## config.mk

```make
export PLATFORM = sky130hd
export DESIGN_NAME = uart_core_param
export DESIGN_NICKNAME = d
export VERILOG_FILES = /design/src/rtl/uart_pkg.sv /design/src/rtl/uart_baud_gen.sv /design/src/rtl/uart_core_param.sv
export SDC_FILE = /design/constraint.sdc
export NUM_CORES = 1
export LEC_CHECK = 0
export CORE_ASPECT_RATIO = 0.5
export CORE_MARGIN = 4
export CORE_UTILIZATION = 61
export DETAILED_ROUTE_END_ITERATION = 8
export GPL_TIMING_DRIVEN = 0
export HOLD_SLACK_MARGIN = 0.02
export PLACE_DENSITY_LB_ADDON = 0.3
export REMOVE_ABC_BUFFERS = 1
export SLEW_MARGIN = 25
export SYNTH_ARGS = -nofsm -noshare
export SYNTH_HDL_FRONTEND = slang
export SYNTH_HIERARCHICAL = 1
export SYNTH_SLANG_ARGS = --single-unit
```

## constraint.sdc

```tcl
create_clock -name clk_50m -period 3.72 [get_ports clk_50m]
set_input_delay 0.558 -clock clk_50m [delete_from_list [all_inputs] [get_ports clk_50m]]
set_output_delay 0.558 -clock clk_50m [all_outputs]
set_load 0.01 [all_outputs]
```

## src/rtl/uart_pkg.sv

```systemverilog
// Shared constants and FSM state types for the parametrised UART.
// The PARITY states exist only when UART_PARITY_EN is defined.
package uart_pkg;

  localparam int unsigned OS_RATE    = 16;
  localparam int unsigned MID_SAMPLE = 8;
  localparam int unsigned CNT_W      = $clog2(OS_RATE);

  typedef enum logic [2:0] {
    TX_IDLE,
    TX_START,
    TX_DATA,
`ifdef UART_PARITY_EN
    TX_PARITY,
`endif
    TX_STOP
  } tx_state_t;

  typedef enum logic [2:0] {
    RX_IDLE,
    RX_START,
    RX_DATA,
`ifdef UART_PARITY_EN
    RX_PARITY,
`endif
    RX_STOP,
    RX_WAIT_HIGH
  } rx_state_t;

endpackage

```

## src/rtl/uart_baud_gen.sv

```systemverilog
// Free-running 16x oversampling tick generator: os_tick pulses once every
// DIV = CLK_FREQ/(BAUD*16) clocks (DIV=1 gives a tick on every clock).
module uart_baud_gen
  import uart_pkg::*;
#(
  parameter int CLK_FREQ = 50_000_000,
  parameter int BAUD     = 115_200
) (
  input  logic clk_50m,
  input  logic rst,
  output logic os_tick
);

  localparam int DIV   = CLK_FREQ / (BAUD * int'(OS_RATE));
  localparam int DIV_W = (DIV > 1) ? $clog2(DIV) : 1;
  localparam logic [DIV_W-1:0] DIV_LAST = DIV_W'(DIV - 1);

  if (DIV < 1) begin : g_div_check
    $error("uart_baud_gen: CLK_FREQ/(BAUD*16) must be at least 1");
  end

  logic [DIV_W-1:0] div_cnt;

  always_ff @(posedge clk_50m) begin
    if (rst) begin
      div_cnt <= '0;
      os_tick <= 1'b0;
    end else if (div_cnt == DIV_LAST) begin
      div_cnt <= '0;
      os_tick <= 1'b1;
    end else begin
      div_cnt <= div_cnt + 1'b1;
      os_tick <= 1'b0;
    end
  end

endmodule

```

## src/rtl/uart_core_param.sv

```systemverilog
// Parametrised UART (TX + RX) sharing one 16x baud generator.
// Optional parity bit enabled by defining UART_PARITY_EN.
module uart_core_param
  import uart_pkg::*;
#(
  parameter int CLK_FREQ   = 50_000_000,
  parameter int BAUD       = 115_200,
  parameter int DATA_BITS  = 8,
  parameter int STOP_BITS  = 1,
  parameter int PARITY_ODD = 0
) (
  input  logic                 clk_50m,
  input  logic                 rst,
  input  logic [DATA_BITS-1:0] tx_data,
  input  logic                 tx_start,
  output logic                 tx_busy,
  output logic                 tx,
  input  logic                 rx,
  input  logic                 rx_en,
  output logic [DATA_BITS-1:0] rx_data,
  output logic                 rx_ready,
  input  logic                 rx_ready_clr,
  output logic                 rx_frame_err,
  output logic                 rx_parity_err,
  output logic                 rx_overrun
);

  if (DATA_BITS < 5 || DATA_BITS > 9 || STOP_BITS < 1 || STOP_BITS > 2 ||
      PARITY_ODD < 0 || PARITY_ODD > 1) begin : g_param_check
    $error("uart_core_param: illegal DATA_BITS, STOP_BITS or PARITY_ODD");
  end

  localparam logic [CNT_W-1:0] LAST_TICK = CNT_W'(OS_RATE - 1);
  localparam logic [CNT_W-1:0] MID_TICK  = CNT_W'(MID_SAMPLE - 1);
  localparam logic [3:0]       LAST_BIT  = 4'(DATA_BITS - 1);
  localparam logic [3:0]       LAST_STOP = 4'(STOP_BITS - 1);
`ifdef UART_PARITY_EN
  localparam logic             PAR_ODD   = 1'(PARITY_ODD);
`endif

  logic os_tick;

  uart_baud_gen #(.CLK_FREQ(CLK_FREQ), .BAUD(BAUD)) u_baud (
    .clk_50m (clk_50m),
    .rst     (rst),
    .os_tick (os_tick)
  );

  // ---------------- transmitter ----------------
  tx_state_t              tx_state, tx_state_n;
  logic [CNT_W-1:0]       tx_cnt, tx_cnt_n;
  logic [3:0]             tx_bit, tx_bit_n;
  logic [DATA_BITS-1:0]   tx_sh, tx_sh_n;
  logic                   tx_q, tx_n;
  logic                   tx_par, tx_par_n;
  logic                   tx_bit_end;

  assign tx_bit_end = os_tick && (tx_cnt == LAST_TICK);
  assign tx_busy    = (tx_state != TX_IDLE);
  assign tx         = tx_q;

  always_ff @(posedge clk_50m) begin
    if (rst) begin
      tx_state <= TX_IDLE;
      tx_cnt   <= '0;
      tx_bit   <= '0;
      tx_sh    <= '0;
      tx_q     <= 1'b1;
      tx_par   <= 1'b0;
    end else begin
      tx_state <= tx_state_n;
      tx_cnt   <= tx_cnt_n;
      tx_bit   <= tx_bit_n;
      tx_sh    <= tx_sh_n;
      tx_q     <= tx_n;
      tx_par   <= tx_par_n;
    end
  end

  // tx is registered: the next line level is chosen together with the next state
  always_comb begin
    tx_state_n = tx_state;
    tx_cnt_n   = tx_cnt;
    tx_bit_n   = tx_bit;
    tx_sh_n    = tx_sh;
    tx_n       = tx_q;
    tx_par_n   = tx_par;
    if (os_tick && tx_state != TX_IDLE) tx_cnt_n = tx_cnt + 1'b1;
    case (tx_state)
      TX_IDLE: begin
        tx_n = 1'b1;
        if (tx_start) begin
          tx_state_n = TX_START;
          tx_cnt_n   = '0;
          tx_bit_n   = '0;
          tx_sh_n    = tx_data;
          tx_n       = 1'b0;
`ifdef UART_PARITY_EN
          tx_par_n   = ^tx_data ^ PAR_ODD;
`endif
        end
      end
      TX_START: if (tx_bit_end) begin
        tx_state_n = TX_DATA;
        tx_n       = tx_sh[0];
      end
      TX_DATA: if (tx_bit_end) begin
        if (tx_bit == LAST_BIT) begin
          tx_bit_n = '0;
`ifdef UART_PARITY_EN
          tx_state_n = TX_PARITY;
          tx_n       = tx_par;
`else
          tx_state_n = TX_STOP;
          tx_n       = 1'b1;
`endif
        end else begin
          tx_bit_n = tx_bit + 1'b1;
          tx_sh_n  = tx_sh >> 1;
          tx_n     = tx_sh[1];
        end
      end
`ifdef UART_PARITY_EN
      TX_PARITY: if (tx_bit_end) begin
        tx_state_n = TX_STOP;
        tx_n       = 1'b1;
      end
`endif
      TX_STOP: if (tx_bit_end) begin
        if (tx_bit == LAST_STOP) tx_state_n = TX_IDLE;
        else                     tx_bit_n   = tx_bit + 1'b1;
      end
      default: tx_state_n = TX_IDLE;
    endcase
  end

  // ---------------- receiver ----------------
  rx_state_t              rx_state, rx_state_n;
  logic [CNT_W-1:0]       rx_cnt, rx_cnt_n;
  logic [3:0]             rx_bit, rx_bit_n;
  logic [DATA_BITS-1:0]   rx_sh, rx_sh_n;
  logic                   rx_par, rx_par_n;
  logic                   rx_s1, rx_s2, rx_prev;
  logic                   rx_fall, rx_bit_end, rx_done, rx_stop_ok, rx_mismatch;

  assign rx_fall    = rx_prev && !rx_s2;
  assign rx_bit_end = os_tick && (rx_cnt == LAST_TICK);
`ifdef UART_PARITY_EN
  assign rx_mismatch = ^rx_sh ^ rx_par ^ PAR_ODD;
`else
  assign rx_mismatch = 1'b0;
`endif

  always_ff @(posedge clk_50m) begin
    if (rst) begin
      rx_s1    <= 1'b1;
      rx_s2    <= 1'b1;
      rx_prev  <= 1'b1;
      rx_state <= RX_IDLE;
      rx_cnt   <= '0;
      rx_bit   <= '0;
      rx_sh    <= '0;
      rx_par   <= 1'b0;
    end else begin
      rx_s1    <= rx;
      rx_s2    <= rx_s1;
      rx_prev  <= rx_s2;
      rx_state <= rx_state_n;
      rx_cnt   <= rx_cnt_n;
      rx_bit   <= rx_bit_n;
      rx_sh    <= rx_sh_n;
      rx_par   <= rx_par_n;
    end
  end

  always_comb begin
    rx_state_n = rx_state;
    rx_cnt_n   = rx_cnt;
    rx_bit_n   = rx_bit;
    rx_sh_n    = rx_sh;
    rx_par_n   = rx_par;
    rx_done    = 1'b0;
    rx_stop_ok = 1'b1;
    if (os_tick && rx_state != RX_IDLE) rx_cnt_n = rx_cnt + 1'b1;
    case (rx_state)
      RX_IDLE: if (rx_fall) begin
        rx_state_n = RX_START;
        rx_cnt_n   = '0;
      end
      RX_START: if (os_tick && rx_cnt == MID_TICK) begin
        rx_cnt_n   = '0;
        rx_bit_n   = '0;
        rx_state_n = rx_s2 ? RX_IDLE : RX_DATA;
      end
      RX_DATA: if (rx_bit_end) begin
        rx_sh_n  = {rx_s2, rx_sh[DATA_BITS-1:1]};
        rx_bit_n = rx_bit + 1'b1;
`ifdef UART_PARITY_EN
        if (rx_bit == LAST_BIT) rx_state_n = RX_PARITY;
`else
        if (rx_bit == LAST_BIT) rx_state_n = RX_STOP;
`endif
      end
`ifdef UART_PARITY_EN
      RX_PARITY: if (rx_bit_end) begin
        rx_par_n   = rx_s2;
        rx_state_n = RX_STOP;
      end
`endif
      RX_STOP: if (rx_bit_end) begin
        rx_done    = 1'b1;
        rx_stop_ok = rx_s2;
        rx_state_n = rx_s2 ? RX_IDLE : RX_WAIT_HIGH;
      end
      RX_WAIT_HIGH: if (rx_s2) rx_state_n = RX_IDLE;
      default: rx_state_n = RX_IDLE;
    endcase
    if (!rx_en) rx_state_n = RX_IDLE;
  end

  // a same-cycle clear frees the holding register for the arriving word
  always_ff @(posedge clk_50m) begin
    if (rst) begin
      rx_data       <= '0;
      rx_ready      <= 1'b0;
      rx_frame_err  <= 1'b0;
      rx_parity_err <= 1'b0;
      rx_overrun    <= 1'b0;
    end else if (rx_done) begin
      if (!rx_ready || rx_ready_clr) begin
        rx_data       <= rx_sh;
        rx_ready      <= 1'b1;
        rx_frame_err  <= !rx_stop_ok;
        rx_parity_err <= rx_mismatch;
        if (rx_ready_clr) rx_overrun <= 1'b0;
      end else begin
        rx_overrun <= 1'b1;
      end
    end else if (rx_ready_clr) begin
      rx_ready      <= 1'b0;
      rx_frame_err  <= 1'b0;
      rx_parity_err <= 1'b0;
      rx_overrun    <= 1'b0;
    end
  end

endmodule

```

==> metrics.md <==
| Metric | Value |
|---|---|
| Syn Area/Cell | 8.67 um2 |
| Post-cts resize count | 0 |
| Rows | 17 |
| Hpwl dp | 4230 um |
| Critical Path AT | 2.72 ns |
| Die Width | 106 um |
| Register Area | 0.00116 mm2 |
| Post-CTS setup buffer count | 0 |
| Synth cell count leaders | dfxtp_1 (58), a21oi_1 (31), nand2_1 (27), nor2_1 (25), mux2i_1 (19) |
| Clk_skew | 0.00916 ns |
| RSZ-0062 raised after global routing | false |
| Filler cells | 319 |
| Routed WL | 6480 um |
| CP Class | register to register |
| Total GRT Usage | 22.3% |
| Total CTS buffers | 9 |
| Htree depth | 3 |
| I/O pins | 28 |
| Power Density | 555 mW/mm2 |
| Share of the synthesized area in the top cell type | 39.4% |
| Top-count cell post-synth | dfxtp_1 |
| Max Cap Viol | 0 |
| Synth unique cells | 54 |
| Status | finished clean |
| Period utilization | 66.9% |
| Overall Power | 1930 uW |
| Min Tclk post-route | 2.49 ns |
| Slew Limit Fails | 0 |
| Post-route insts no fill | 431 |
| Final worst setup slack | 1.23 ns |
| Die ar. | 0.00608 mm2 |
| Number of global-route vias before repair | 2,409 |
| Final GP Congestion | 0.820 |
| Clock Sinks | 58 |
| P_leak | 0.00126 uW |
| Cell area after synthesis | 0.00295 mm2 |
| Initial Util | 65.1% |
| Yosys warns | 6 |
| Initial DRT Pass Iterations | 4 |
| # DRC | 0 |
| Die Y | 57.2 um |
| P&R area growth vs syn | 18.3% |
| Number of synthesized flops with an enable pin | 0 |
| Crit end category | register |
| Clk_lat worst skew | 0.34 ns |
| Placed instance count | 415 |
| Hold Crit Class | register to register |
| Layout Nets | 387 |
| Crit Path Max Fanout | 16 |
| Global-route wire length before repair | 10,700 um |
| Largest net degree at the start of global routing | 34 |
| FF-to-FF setup slack | 1.23 ns |
| Setup-failing EPs final | 0 |
| Setup_tns | 0 ns |
| Max VDD drop | 0.000365 V |
| Hold-critical path depth | 1 |
| Iter 0 DRT Violations | 115 |
| Sequential-to-total area share from yosys stat | 39.4% |
| Core Box Area | 0.00453 mm2 |
| Critical R2R Launch | u_baud/os_tick |
| Clk root buf | clkbuf_8 |
| Worst-Margin Slew | 0.970 ns |
| Multi-input gate area | 0.00166 mm2 |
| CP required | 3.95 ns |
| Post-synthesis async set-or-reset flop share | 0% |
| Mapped Cells | 340 |
| Grt ovf | 0 |
| CTS tree | done |
| Cell taking the most area after synthesis | dfxtp_1 |
| Clock-pin slew on the worst setup and hold paths | 0.07 ns |
| Drt wl/cell | 15.0 um |
| Maximum clock path buffer count | 2 |
| Crit path launch type | register |
| CP startpoint | u_baud/os_tick |
| Share of layout cells above drive strength 1 | 8.49% |
| Hold wc startpoint | rx_s1 |
| Post-synth top flop | dfxtp_1 |
| Slew Limit Headroom | 35.0% |
| Post-Place Setup Slack | 1.24 ns |
| Hold_buf cts | 0 |
| F_max | 402 MHz |
| Synth area leaders | dfxtp_1 (39%), mux2i_1 (6.5%), ha_1 (5.5%) |
| Drt via density | 5.92 |
| Worst reg2reg path depth | 5 |
| Antenna Nets Post-Route | 0 |
| Vias | 2,550 |
| Reg2reg end | rx_data[4] |
| Fin. Hold Viols | 0 |
| Hold Path End | rx_s2 |
| Initial antenna violation count | 0 |
| Port Buffers | 26 |
| FF+latch count, synth | 58 |
| Ant. Diodes | 0 |
==> flip-flops by register name, summed over array words and instances (netlist names) <==
name and count:
rx_data 8, rx_sh 8, tx_sh 8, u_baud/div_cnt 5
rx_bit 4, rx_cnt 4, tx_bit 4, tx_cnt 4
rx_state 3, tx_state 2, rx_frame_err 1, rx_overrun 1
rx_prev 1, rx_ready 1, rx_s1 1, rx_s2 1
tx 1, u_baud/os_tick 1
==> cell families (layout without fill, tap and decap cells) <==
family,count (synthesis),in the layout,synth area share (%)
compound gates,83,83,17.1
xor+xnor,5,5,1.49
fa+ha+maj,13,13,5.52
buf+inv,32,57,4.71
flops,58,58,39.4
mux,19,19,6.45
other cells,1,1,0.127
simple gates,129,129,25.3
==> per-stage QoR <==
stage	area, um2	utilization [%]	hold WS [ns]
3_5_place_dp	3240	71.4	0.424
2_1_floorplan	2860	-	0.389
5_1_grt	3490	76.9	0.433
4_1_cts	3490	76.9	0.438
6_report	3490	76.9	0.438
3_3_place_gp	3200	70.6	0.411
==> how the worst max path moves through the flow <==
stage,end,slack [ns],cells past startpoint
finish,rx_data[4],1.23,5
global route,tx_sh[1],0.94,6
CTS,tx_busy,1.23,4
detailed placement,rx_data[0],1.24,6
global placement,rx_data[5],0.23,5
floorplan,rx_data[0],1.07,4
==> power breakdown <==
group	switching (uW)	internal, uW
combinational	278	206
clock	280	450
sequential	41.2	678
total	599	1330
==> metal layers <==
layer | GRT usage [%] | share of wire (%)
met1 | 24.9 | 44
met2 | 39.4 | 50
met3 | 6.78 | 4.6
met4 | 10.5 | 1.5
met5 | 0 | 0
==> cell usage in the layout, fill, tap and decap left out, types with 3 or more instances in the layout <==
cell type and count:
clkinv_4 3, nor3_1 8, or4_1 4, dfxtp_1 58
o21bai_1 4, a21o_1 3, nand2b_1 10, nor2b_1 7
nor2_1 25, nor3b_1 4, or2_2 3, nand3_1 9
and4b_1 3, nand4_1 4, bufinv_16 3, mux2i_1 19
a211oi_1 3, ha_1 13, o31ai_1 4, clkdlybuf4s50_1 25
nand2_1 27, o21ai_0 18, or3_1 7, a31oi_1 6
a21oi_1 31, clkbuf_8 9, inv_1 13, xnor2_1 4
==> worst max-delay path, stage by stage (launching register included) <==
cell	delay [ns]
dfxtp_1	0.69
nand3_1	0.38
nor4b_2	0.69
buf_2	0.33
mux2i_1	0.23
nor2_1	0.06
==> area by class of cell <==
class	instances	area share (%)
tap	66	2.37
clock buffer	9	3.55
timing repair buffer	28	8.26
multi-input combinational	250	47.5
sequential	58	33.3
clock inverter	7	3.59
inverter	13	1.40
Power figures use the tool's default switching activity.
